`src/rtl/beat_rate_meter.sv`:
```
// rtl/beat_rate_meter.sv - inter-beat interval averaging and BPM conversion
//
// Measures the clk-cycle interval between rising edges of the peak finder's
// peak-found level, averages the last AVG_DEPTH intervals and converts the
// average to beats per minute with a serial restoring divider.
//
// Ports:
//   clk        in   1  system clock
//   reset      in   1  synchronous, active-high reset
//   peak_in    in   1  peak-found level; only its rising edge counts as a beat
//   bpm        out  8  latest heart rate in BPM, saturated to 255
//   bpm_valid  out  1  one-cycle strobe when bpm updates
//   no_signal  out  1  high until the first bpm_valid and after any timeout

module beat_rate_meter #(
    parameter int unsigned CLK_HZ         = 40_000_000,
    parameter int unsigned MIN_IBI_CYCLES = 10_000_000,
    parameter int unsigned MAX_IBI_CYCLES = 80_000_000,
    parameter int unsigned AVG_DEPTH      = 4
) (
    input  logic       clk,
    input  logic       reset,
    input  logic       peak_in,
    output logic [7:0] bpm,
    output logic       bpm_valid,
    output logic       no_signal
);

    localparam int CW  = $clog2(MAX_IBI_CYCLES + 1);
    localparam int LW  = $clog2(AVG_DEPTH);
    localparam int SW  = CW + LW;
    localparam int AW  = (AVG_DEPTH > 1) ? LW : 1;
    localparam int FW  = $clog2(AVG_DEPTH + 1);

    // NUM / average_ibi_sum == 60 * CLK_HZ / mean_ibi, i.e. beats per minute.
    localparam logic [63:0] NUM = 64'(60) * 64'(CLK_HZ) * 64'(AVG_DEPTH);
    localparam int DW  = $clog2(NUM + 1);
    localparam int DCW = $clog2(DW + 1);

    localparam logic [CW-1:0]  MAX_C    = CW'(MAX_IBI_CYCLES);
    localparam logic [CW-1:0]  MIN_C    = CW'(MIN_IBI_CYCLES);
    localparam logic [FW-1:0]  FULL     = FW'(AVG_DEPTH);
    localparam logic [AW-1:0]  PTR_LAST = AW'(AVG_DEPTH - 1);
    localparam logic [DCW-1:0] DIV_LAST = DCW'(DW - 1);
    localparam logic [DW-1:0]  NUM_D    = NUM[DW-1:0];

    typedef enum logic [1:0] {
        IDLE,
        MEASURE,
        DIVIDE
    } state_t;

    state_t state, state_nxt;

    logic           peak_d;
    logic [CW-1:0]  ibi_cnt;
    logic [CW-1:0]  hist [AVG_DEPTH];
    logic [AW-1:0]  wr_ptr;
    logic [FW-1:0]  fill;
    logic [SW-1:0]  sum;

    logic [DW-1:0]  rem;
    logic [DW-1:0]  num_sh;
    logic [DW-1:0]  quot;
    logic [DCW-1:0] div_cnt;

    logic           beat;
    logic           timeout;
    logic           accept;
    logic           div_last;
    logic [FW-1:0]  fill_nxt;
    logic [AW-1:0]  ptr_nxt;
    logic [CW-1:0]  oldest;
    logic [SW-1:0]  sum_nxt;
    logic [DW:0]    trial;
    logic           ge;
    logic [DW-1:0]  rem_nxt;
    logic [DW-1:0]  quot_nxt;
    logic [7:0]     bpm_sat;

    assign beat = peak_in & ~peak_d;

    // Control decode and divider step datapath.
    always_comb begin
        timeout  = (state != IDLE) && (ibi_cnt == MAX_C);
        // DIVIDE never accepts a beat: the refractory period outlasts the divide.
        accept   = (state == MEASURE) && beat && !timeout && (ibi_cnt >= MIN_C);
        div_last = (state == DIVIDE) && (div_cnt == DIV_LAST);
        fill_nxt = (fill == FULL) ? fill : fill + 1'b1;
        ptr_nxt  = (wr_ptr == PTR_LAST) ? '0 : wr_ptr + 1'b1;
        // Until the ring is full the slot being overwritten holds no real interval.
        oldest   = (fill == FULL) ? hist[wr_ptr] : '0;
        sum_nxt  = sum + SW'(ibi_cnt) - SW'(oldest);

        trial    = {rem, num_sh[DW-1]};
        ge       = trial >= (DW + 1)'(sum);
        // The true difference is below sum, so the low DW bits are exact.
        rem_nxt  = ge ? (trial[DW-1:0] - DW'(sum)) : trial[DW-1:0];
        quot_nxt = {quot[DW-2:0], ge};
        bpm_sat  = (|quot_nxt[DW-1:8]) ? 8'd255 : quot_nxt[7:0];
    end

    // Next-state logic.
    always_comb begin
        state_nxt = state;
        case (state)
            IDLE: begin
                if (beat) begin
                    state_nxt = MEASURE;
                end
            end
            MEASURE: begin
                if (timeout) begin
                    state_nxt = beat ? MEASURE : IDLE;
                end else if (accept && (fill_nxt == FULL)) begin
                    state_nxt = DIVIDE;
                end
            end
            DIVIDE: begin
                if (timeout) begin
                    state_nxt = beat ? MEASURE : IDLE;
                end else if (div_last) begin
                    state_nxt = MEASURE;
                end
            end
            default: state_nxt = IDLE;
        endcase
    end

    always_ff @(posedge clk) begin
        if (reset) begin
            state <= IDLE;
        end else begin
            state <= state_nxt;
        end
    end

    always_ff @(posedge clk) begin
        if (reset) begin
            peak_d    <= 1'b0;
            ibi_cnt   <= '0;
            for (int i = 0; i < int'(AVG_DEPTH); i++) begin
                hist[i] <= '0;
            end
            wr_ptr    <= '0;
            fill      <= '0;
            sum       <= '0;
            rem       <= '0;
            num_sh    <= '0;
            quot      <= '0;
            div_cnt   <= '0;
            bpm       <= 8'd0;
            bpm_valid <= 1'b0;
            no_signal <= 1'b1;
        end else begin
            peak_d    <= peak_in;
            bpm_valid <= 1'b0;

            if (state == IDLE) begin
                if (beat) begin
                    ibi_cnt <= '0;
                end
            end else if (timeout) begin
                // Signal lost: forget the history; any divide in flight is dropped
                // because the state leaves DIVIDE without reaching div_last.
                for (int i = 0; i < int'(AVG_DEPTH); i++) begin
                    hist[i] <= '0;
                end
                wr_ptr    <= '0;
                fill      <= '0;
                sum       <= '0;
                no_signal <= 1'b1;
                ibi_cnt   <= '0;
            end else begin
                if (accept) begin
                    hist[wr_ptr] <= ibi_cnt;
                    wr_ptr       <= ptr_nxt;
                    sum          <= sum_nxt;
                    fill         <= fill_nxt;
                    ibi_cnt      <= '0;
                    if (fill_nxt == FULL) begin
                        rem     <= '0;
                        num_sh  <= NUM_D;
                        quot    <= '0;
                        div_cnt <= '0;
                    end
                end else if (ibi_cnt != MAX_C) begin
                    ibi_cnt <= ibi_cnt + 1'b1;
                end

                if (state == DIVIDE) begin
                    rem     <= rem_nxt;
                    num_sh  <= {num_sh[DW-2:0], 1'b0};
                    quot    <= quot_nxt;
                    div_cnt <= div_cnt + 1'b1;
                    if (div_last) begin
                        bpm       <= bpm_sat;
                        bpm_valid <= 1'b1;
                        no_signal <= 1'b0;
                    end
                end
            end
        end
    end

endmodule

```
`config.mk`:
```
export PLATFORM = sky130hd
export DESIGN_NAME = beat_rate_meter
export DESIGN_NICKNAME = d
export VERILOG_FILES = /design/src/rtl/beat_rate_meter.sv
export SDC_FILE = /design/constraint.sdc
export NUM_CORES = 1
export LEC_CHECK = 0
export CELL_PAD_IN_SITES_DETAIL_PLACEMENT = 1
export CELL_PAD_IN_SITES_GLOBAL_PLACEMENT = 2
export CORE_MARGIN = 2
export CORE_UTILIZATION = 42
export CTS_CLUSTER_SIZE = 30
export DETAILED_ROUTE_END_ITERATION = 10
export GPL_TIMING_DRIVEN = 0
export HOLD_SLACK_MARGIN = 0.15
export PLACE_DENSITY_LB_ADDON = 0.1
export SYNTH_ARGS = -nofsm -noshare
export SYNTH_HDL_FRONTEND = slang
export SYNTH_SLANG_ARGS = --single-unit
```
`constraint.sdc`:
```
create_clock -name clk -period 6.1 [get_ports clk]
set_input_delay 0.915 -clock clk [delete_from_list [all_inputs] [get_ports clk]]
set_output_delay 0.915 -clock clk [all_outputs]
set_load 0.005 [all_outputs]
```
* Word level (Yosys, flattened, before mapping) *
Memories as Yosys holds them, arrays and structs flattened. A register that Yosys moved wholly into a read port is not among the register bits.
Cells that the tools add are included.

storage, ports and cells
  output and inout port bits = 10
  word-level logic and storage cells = 124
  memories kept = 1
  flip-flop bits (word level) = 181
  RAM bits = 108
  input bits = 3

memory list
  memory  depth  bits a word  rd ports  clocked after Yosys merged registers in  wr ports  line  text
  hist    4      27           1         1                                        4         57    logic [CW-1:0] hist [AVG_DEPTH];

operators by class
  magnitude comparators = 2
  equality and inequality tests = 11
  add/subtract/negate cells = 7
  reduce and logical (&&, ||, !) cells = 24
  bitwise operators = 9
  mux-type cells = 57

operators by type and width
  operator                                                                                count
  27-bit two-way mux                                                                      11
  34-bit two-way mux                                                                      7
  29-bit two-way mux                                                                      2
  35-bit by 29-bit greater-or-equal comparator with 1-bit output                          1
  34-bit by 29-bit subtractor with 34-bit output                                          1
  33-bit two-way mux                                                                      1
  29-bit by 27-bit adder with 29-bit output                                               1
  29-bit by 27-bit subtractor with 29-bit output                                          1
  27-bit by 1-bit adder with 27-bit output (second input constant)                        1
  27-bit equality test (second input constant)                                            1
  27-bit by 24-bit greater-or-equal comparator with 1-bit output (second input constant)  1
  27-bit != test (second input constant)                                                  1
  27-bit OR reduction                                                                     1
  26-bit OR reduction                                                                     1
  2-bit two-way mux                                                                       11
  6-bit two-way mux                                                                       3
  1-bit two-way mux                                                                       17
  2-bit nonzero test                                                                      6
  3-bit two-way mux                                                                       3
  8-bit two-way mux                                                                       1
  4-bit AND reduction                                                                     2
  6-bit by 1-bit adder with 6-bit output (second input constant)                          1
  3-bit equality test (second input constant)                                             2
  6-bit equality test (second input constant)                                             1
  18 further kinds                                                                        32

* Depth between registers and ports, before layout *
  word-level depth = 12
  mapped depth = 19
  gate-level depth less buffers = 18

* Worst setup path after synthesis *
OpenSTA, ideal clock, no wires.

  path type = register to register
  from = reg with a tool-made name
  to = reg sum[25]
  data arrival time = 4.626 ns
  setup time = 0.117 ns
  data required time = 5.983 ns
  setup slack = 1.357 ns
  cell stages (with the launch flop) = 16
  clock period less this slack = 4.743 ns
  cells stage by stage = dfxtp_1 -> clkbuf_1 -> clkbuf_1 -> mux4_2 -> nor2b_1 -> fa_1 -> inv_1 -> ha_1 -> a2111o_1 -> o221a_2 -> o2111ai_1 -> a21oi_1 -> o41ai_1 -> o21ai_0 -> xor2_1 -> a22o_1

RTL lines
  element               line  text
  end signal, assigned  178   sum <= sum_nxt;
  end, declared         60    logic [SW-1:0] sum;

==> summary.md <==
| Metric | Value |
|---|---|
| Post-synth top area share | `22.3%` |
| Vias in the first global route | `12.4k` |
| Leak pwr | `0.00631 µW` |
| Placed insts | `2063` |
| I/O Pins | `13` |
| Overflow after GRT | `0` |
| Fill count | `4105` |
| Startpoint Class | `flop` |
| Worst EP required | `6530 ps` |
| Vias per cell | `5.68` |
| Main flop type after synthesis | `dfxtp_1` |
| Number of synthesized flops with an enable pin | `108` |
| Clock transition at the registers of the reported paths | `60 ps` |
| Clock Latency Late Sink | `550 ps` |
| Worst Min Path Start | `no_signal$_SDFFE_PP1P_` |
| YS warnings | `0` |
| Final Cycle Share | `90.5%` |
| Most frequent CP cell | `a21oi_1` |
| Final worst path period need | `5520 ps` |
| Post-DP HPWL | `33.1 mm` |
| DRC viols | `0` |
| Cells after synthesis | `1589` |
| Root Driver | `clkbuf_16` |
| Hold endpoint | `no_signal$_SDFFE_PP1P_` |
| Syn nets | `1688` |
| RSZ-0062 raised after global routing | `false` |
| GPL Wtd Cong | `0.826` |
| Max frequency | `181 MHz` |
| Tightest Pin Transition | `958 ps` |
| First-pass GRT wire length | `70.8 mm` |
| Core area | `35700 µm²` |
| Clk buf depth | `3` |
| Die area | `38000 µm²` |
| Final setup fails | `0` |
| Avg Cell Area, Syn | `9.63 µm²` |
| Most common cell after layout, fill and taps aside | `nor2_1` |
| Final ANT Viol Nets | `0` |
| Pin count of the biggest net entering global routing | `28` |
| Post-synth ARST share | `0%` |
| Cell area after layout | `17100 µm²` |
| Per-cell routed wire length | `21.0 µm` |
| Post-Layout Cell Count | `2122` |
| Maximum Capacitance Violations | `0` |
| Mapped Area | `15300 µm²` |
| Top cell type by total area after synthesis | `dfxtp_1` |
| First drt pass iteration count | `5` |
| Initial Utilization | `42.8%` |
| Critical path cell sequence | `clkbuf_1, buf_1, mux4_2, nor2b_1, fa_1, inv_1, ha_1, and4_1, a21oi_1, o221ai_1, a21oi_1, a21oi_1, o41ai_1, o211ai_1, xor2_1, a22o_1` |
| ANT cells | `0` |
| Reg2Reg Capture Point | `sum[27]$_SDFFE_PP0P_` |
| Worst path slowest cell | `buf_1` |
| CP Max Fanout | `10` |
| Power per cell area | `242 nW/µm²` |
| H-tree levels | `2` |
| Port buffer count | `12` |
| Synth area leaders | `dfxtp_1 (22%), edfxtp_1 (21%), ha_1 (5.6%), nor2_1 (5.3%), mux4_2 (4.0%)` |
| Hold Path Cell Cnt | `2` |
| Share of post-route cells with drive strength above 1 | `8.85%` |
| Slew Limit Fails | `0` |
| #FFs+latches synth | `278` |
| Layout area overhead | `11.6%` |
| Final Util | `47.8%` |
| Num CTS Buffers | `34` |
| CP Class | `reg -> reg` |
| Total Wirelength | `44.6 mm` |
| Reg2Reg Depth | `16` |
| Slew margin rel. | `36.1%` |
| Max VDD drop | `193 µV` |
| CP peak stage delay | `780 ps` |
| Sum Neg Setup Slack | `0 ps` |
| Crit path capture type | `flop` |
| Post-synthesis sequential area ratio | `43.5%` |
| Die height | `195 µm` |
| Reg2Reg Setup Slack | `580 ps` |
| Post-synthesis cell type count | `80` |
| Most frequent cells in the layout | `nor2_1 (217), dfxtp_1 (170), inv_1 (129), edfxtp_1 (108), nand2_1 (95)` |
| Initial antenna violation count | `1` |
| Clk sinks | `278` |
| Initial DRC Count | `626` |
| Placed Area | `16000 µm²` |
| HP Class | `reg -> reg` |
| Total number of vias | `12.1k` |
| Number of post-CTS setup repair buffers | `0` |
| Gr usage total | `24.0%` |
| Setup Skew | `20.6 ps` |
| Final hold violation count | `0` |
| CTS tree | `built` |
| Row count | `69` |
| Crit path DAT | `5950 ps` |
| Die X-Extent | `195 µm` |
| Status | `finished clean` |
| Final #Nets | `1737` |
kinds of logic (layout without fill, tap and decap cells):
family	after synthesis	in the layout	synth area share [%]
buffers and inverters	211	283	5.71
flip-flops	278	278	43.5
XOR/XNOR	58	58	3.32
multiplexers	50	50	5.50
AND/OR/NAND/NOR	520	520	16.0
AO/OA/AOI/OAI	376	376	16.8
adder cells (fa/ha/maj)	96	96	9.23
sequential cells by signal, summed over array words and instances, names as in the netlist, named ones only:
signal / cells
hist: 108
rem: 34
quot: 33
sum: 29
ibi_cnt: 27
num_sh: 21
bpm: 8
div_cnt: 6
fill: 3
state: 2
wr_ptr: 2
bpm_valid: 1
no_signal: 1
peak_d: 1
area by class of cell:
class / instances / area, µm² / share of cell area (%)
Tap cell: 461 / 577 / 3.38
Multi-Input combinational cell: 1100 / 7790 / 45.6
Sequential cell: 278 / 6650 / 38.9
Clock buffer: 45 / 933 / 5.47
Clock inverter: 14 / 124 / 0.725
Timing Repair Buffer: 13 / 128 / 0.747
Inverter: 140 / 526 / 3.08
Buffer: 71 / 349 / 2.04
per-stage QoR:
stage          setup WS, ps  total power, µW  hold slack [ps]
3_5_place_dp            160             2220              444
3_3_place_gp            316             2210              434
5_1_grt                 169             4260              469
6_report                579             4130              448
2_1_floorplan          1360             2150              432
4_1_cts                 135             4180              457
worst max-delay path by stage:
stage,endpoint,slack [ps],from
finish,sum[27]$_SDFFE_PP0P_,580,flop
global route,sum[27]$_SDFFE_PP0P_,170,flop
CTS,sum[27]$_SDFFE_PP0P_,140,flop
detailed placement,sum[27]$_SDFFE_PP0P_,160,flop
global placement,sum[28]$_SDFFE_PP0P_,320,flop
floorplan,sum[25]$_SDFFE_PP0P_,1360,flop
power by group:
group / internal, µW / switching [µW]
clock: 1130 / 819
sequential: 1950 / 10.1
combinational: 82.0 / 132
critical path, delay by kind of cell, from the launching register on:
| kind | cells | cell delay, ps |
|---|---|---|
| AO/OA/AOI/OAI | 7 | 1590 |
| buffers and inverters | 3 | 1400 |
| adder cells (fa/ha/maj) | 2 | 860 |
| multiplexers | 1 | 620 |
| AND/OR/NAND/NOR | 2 | 410 |
| flip-flops | 1 | 310 |
| XOR/XNOR | 1 | 190 |
what timing repair did:
action                                  CTS  global route
endpoints found under the setup margin    0             4
hold buffers                              0             0
gates resized for setup                   0             3
per-layer routing:
metal / vias to the layer above / wire [µm] / GRT usage (%)
li1: 5764 / - / -
met1: 6053 / 20900 / 32.8
met2: 199 / 21000 / 39.5
met3: 47 / 1880 / 3.83
met4: 0 / 806 / 6.30
met5: - / 0 / 0
cells in the mapped netlist (all sizes together), types with 31 or more instances:
library cell	instances
nand3	52
a21oi	85
dfxtp	170
inv	129
edfxtp	108
ha	68
nor2b	41
o21ai	75
xnor2	42
clkbuf	41
a22oi	43
nor2	221
a21o	31
nand2	103
No activity file was read; power rests on OpenSTA's default activity.
